File: config.mk
export PLATFORM = sky130hd
export DESIGN_NAME = e_nested_assembler
export DESIGN_NICKNAME = d
export VERILOG_FILES = /design/src/rtl/e_nested_assembler.sv
export SDC_FILE = /design/constraint.sdc
export NUM_CORES = 1
export LEC_CHECK = 0
export ABC_AREA = 1
export CORE_ASPECT_RATIO = 1.5
export CORE_MARGIN = 2
export CORE_UTILIZATION = 54
export DETAILED_ROUTE_END_ITERATION = 8
export HOLD_SLACK_MARGIN = 0.12
export PLACE_DENSITY_LB_ADDON = 0.15
export SLEW_MARGIN = 0
export SYNTH_ARGS = -nofsm -noshare
export SYNTH_HDL_FRONTEND = slang
export SYNTH_SLANG_ARGS = --single-unit
File: constraint.sdc
create_clock -name clk -period 4.1 [get_ports clk]
set_input_delay 0.82 -clock clk [delete_from_list [all_inputs] [get_ports clk]]
set_output_delay 0.82 -clock clk [all_outputs]
set_load 0.05 [all_outputs]
File: src/rtl/e_nested_assembler.sv
// e_nested_assembler: receive side of the eNestedSt beat link.
// Checks the A/D/J0/J1 beat order and rebuilds an 18-bit eNestedSt.
//
// Ports:
//   clk, rst_n            rising-edge clock, async active-low reset
//   in_valid/in_ready     beat handshake
//   in_hdr[1:0]           beat tag (0=A, 1=D, 2=J0, 3=J1)
//   in_data[6:0]          beat payload
//   out_valid/out_ready   assembled-frame handshake (one-entry hold)
//   out_data[17:0]        {variablea, bob[6:0], joe1[4:0], joe0[4:0]}
//   err_pulse             one cycle after each accepted out-of-order beat
//   err_count             saturating error count
module e_nested_assembler #(
  parameter int ERR_CNT_W = 8
) (
  input  logic                 clk,
  input  logic                 rst_n,
  input  logic                 in_valid,
  output logic                 in_ready,
  input  logic [1:0]           in_hdr,
  input  logic [6:0]           in_data,
  output logic                 out_valid,
  input  logic                 out_ready,
  output logic [17:0]          out_data,
  output logic                 err_pulse,
  output logic [ERR_CNT_W-1:0] err_count
);

  typedef enum logic [1:0] {
    EXP_A  = 2'd0,
    EXP_D  = 2'd1,
    EXP_J0 = 2'd2,
    EXP_J1 = 2'd3
  } state_t;

  state_t     state;
  logic       stg_a;
  logic [6:0] stg_bob;
  logic [4:0] stg_j0;

  logic accept;
  logic hit;
  logic restart;
  logic bad;
  logic done;

  // Only the completing beat has to wait for the hold register.
  assign in_ready = (state != EXP_J1) | ~out_valid | out_ready;

  assign accept  = in_valid & in_ready;
  // The state encoding equals the expected tag.
  assign hit     = accept & (in_hdr == state);
  assign restart = accept & ~hit & (in_hdr == 2'd0);
  assign bad     = accept & ~hit & (in_hdr != 2'd0);
  assign done    = hit & (state == EXP_J1);

  always_ff @(posedge clk or negedge rst_n) begin
    if (!rst_n) begin
      state   <= EXP_A;
      stg_a   <= 1'b0;
      stg_bob <= '0;
      stg_j0  <= '0;
    end else begin
      unique case (1'b1)
        hit: begin
          unique case (state)
            EXP_A: begin
              stg_a <= in_data[0];
              state <= EXP_D;
            end
            EXP_D: begin
              stg_bob <= in_data;
              state   <= EXP_J0;
            end
            EXP_J0: begin
              stg_j0 <= in_data[4:0];
              state  <= EXP_J1;
            end
            EXP_J1: begin
              state <= EXP_A;
            end
            default: state <= EXP_A;
          endcase
        end
        restart: begin
          stg_a <= in_data[0];
          state <= EXP_D;
        end
        bad: begin
          state <= EXP_A;
        end
        default: ;
      endcase
    end
  end

  always_ff @(posedge clk or negedge rst_n) begin
    if (!rst_n) begin
      out_valid <= 1'b0;
      out_data  <= '0;
    end else begin
      if (done) begin
        out_valid <= 1'b1;
        out_data  <= {stg_a, stg_bob, in_data[4:0], stg_j0};
      end else if (out_valid & out_ready) begin
        out_valid <= 1'b0;
      end
    end
  end

  always_ff @(posedge clk or negedge rst_n) begin
    if (!rst_n) begin
      err_pulse <= 1'b0;
      err_count <= '0;
    end else begin
      err_pulse <= restart | bad;
      if ((restart | bad) && (err_count != {ERR_CNT_W{1'b1}})) begin
        err_count <= err_count + 1'b1;
      end
    end
  end

endmodule

==> impl_metrics.ini <==
[run_status]
status = completed

[global_routing]
grt_use_met3 = 0.06015
grt.overflow.total = 0
met1_usage = 0.2462
grt_first_pass_wirelength_um = 6389
grt_pass1_vias = 1467
met2_usage = 0.3402
grt_util_all_layers = 0.2050
top_usage_layer = met2
antenna_found_initial = 0
grt_max_degree = 44

[sta]
rsz0062_at_grt = false
finalCritPeriodShare = 0.7788
relSlewSlack = 0.4042
clock.fmax_ghz = 0.3132
finalHoldViolCount = 0
min_period_ns = 3.193
whs_ns = 0.4786
drv_slew = 0
fin_skew_ns = 0.01075
worst_pin_slew_ns = 0.8936
setup_viol = 0
setup_tns_ns = 0

[die]
core_area_mm2 = 0.003615
die_w_um = 53.90
num_rows = 27
io_pins = 42
start_util = 0.5580
dieArea_mm2 = 0.004250
dieHeight_um = 78.85

[routing]
ant_nets = 0
post_drt_wl_per_cell_um = 11.69
wirelength_um = 3681
avgViaCountPerCell = 4.921
drtPass1Iterations = 4
first_iter_violations = 39
drc = 0
vias = 1550

[placed_design]
place_congestion = 0.7512
portBuffers = 41
hpwlAfterDp_um = 2650

[synth]
async_reset_ff_frac = 1.000
avgSynthCellArea_um2 = 8.769
yosysSeqAreaShare = 0.5335
synth_seq_cells = 43
synth_nets = 248
synth_area_leaders = dfrtp_1 (53%), nand2_1 (16%), nand3_1 (5.7%)
synthXorXnorAreaFrac = 0.01737
synth_top_cell_area_share = 0.5335
synth_mux_area_frac = 0
ys_warn_count = 0
syn_area_mm2 = 0.002017
ys_types = 21
yosys.area_share.simple = 0.2860
synthCells = 230
synth_edf_count = 0
synth_top_area_cell = dfrtp_1
synth_fa_ha_area_frac = 0.03102
ys.flop_type = dfrtp_1
synth_top_family_by_area = simple AND/OR/NAND/NOR gates
synth_compound_area_frac = 0.06141

[cells_and_area]
nets = 289
mostFrequentLayoutCells = nand2_1 (88), dfrtp_1 (43), clkdlybuf4s50_1 (40)
layout_commonest_cell = nand2_1
drive_above_1_share = 0.09926
diodes = 0
areaGrowthSynthToFinish_pct = 25.37

[setup_path]
crit_type = register to output pin
arrival_ns = 2.37
rr_worst_depth = 9
r2r-end = err_count[6]
r2r-start = state[0]
r2r_slack_ns = 1.96
end_kind = output pin
crit_path_max_fanout = 15
start_kind = register
crit_path_start = state[0]
cp.required_ns = 3.28

[clocking]
ctsResizeCount = 0
cts-root-buf = clkbuf_8
clkSlewWorstSetupHoldPaths_ns = 0.08
clock_latency_ns = 0.30
htreeDepth = 2
cts_max_path_buffers = 2
cts_tree = yes
numCtsBuffers = 5
clock_sinks = 43
cts_setup_buffers = 0
cts-hold-fix-buffers = 0

[hold_path]
hold_depth = 2
hold_path_startpoint = out_data[10]
hold_path.class = register to register
holdPathEnd = out_data[10]

[power_and_ir_drop]
p_leak_uw = 0.001271
power_density_mw_per_mm2 = 621.9
peakVddDrop_mv = 0.6319

[flow_run]
max_cap_viol_count = 0
[stage by stage]
stage | util | cells | setup slack (ns) | instance area [um^2] | total power, uW
floorplan | - | 230 | 2.080 | 2017 | 1065
global placement | 0.6684 | 307 | 1.036 | 2416 | 1246
detailed placement | 0.6684 | 307 | 1.012 | 2416 | 1259
CTS | 0.6996 | 315 | 0.8786 | 2529 | 1587
global route | 0.6996 | 315 | 0.7896 | 2529 | 1666
finish | 0.6996 | 315 | 0.9069 | 2529 | 1573
[cell type report]
class,instances,area [um^2]
clock buffer,5,68.82
timing repair buffer,41,405.4
tap,43,53.80
fill,296,1086
inverter,22,82.58
multi-input combinational,158,798.3
sequential,43,1076
clock inverter,3,43.79
[metal layers]
metal,wire length [um],vias to the layer above
li1,-,800
met1,1557,712
met2,1907,32
met3,161,6
met4,55,0
met5,0,-
[worst max path at each step]
stage	to	cells past startpoint
2_1_floorplan	in_ready	2
3_3_place_gp	in_ready	4
3_5_place_dp	in_ready	4
4_1_cts	in_ready	5
5_1_grt	in_ready	5
6_report	in_ready	5
[synthesized netlist by cell type (2+ instances only)]
| cell | n |
|---|---|
| nand2_2 | 3 |
| inv_2 | 3 |
| nand3_1 | 23 |
| buf_6 | 3 |
| buf_4 | 3 |
| o21ai_2 | 5 |
| nand4_1 | 2 |
| o21ai_0 | 2 |
| nor2_4 | 3 |
| dfrtp_1 | 43 |
| nor2_1 | 4 |
| nand2_1 | 88 |
| nand3_2 | 2 |
| o21ai_1 | 14 |
| xor2_1 | 4 |
| inv_1 | 19 |
| ha_1 | 5 |
[sequential cells by signal, indices dropped and copies added, names as in the netlist]
register,count
err_count,8
err_pulse,1
out_data,18
out_valid,1
state,2
stg_a,1
stg_bob,7
stg_j0,5
[where the power goes]
group,leakage [uW],switching (uW),internal (uW)
logic,0.000641,397,209
registers,0.000572,94.0,547
clock network,0.0000581,145,181
[worst max-delay path, cell delays in order (launching register included)]
cell and delay [ns]:
dfrtp_1 0.45, ha_1 0.56, nand2_2 0.12, nor2_4 0.18, inv_1 0.06, clkdlybuf4s50_1 0.70
[cell families after synthesis]
logic type,Yosys count
DFF,43
and+or+nand+nor,128
buffers and inverters,29
AOI/OAI and AO/OA,21
adders and majority gates,5
xor gates and xnor gates,4
Note: power is estimated with default switching activity, not from simulation.
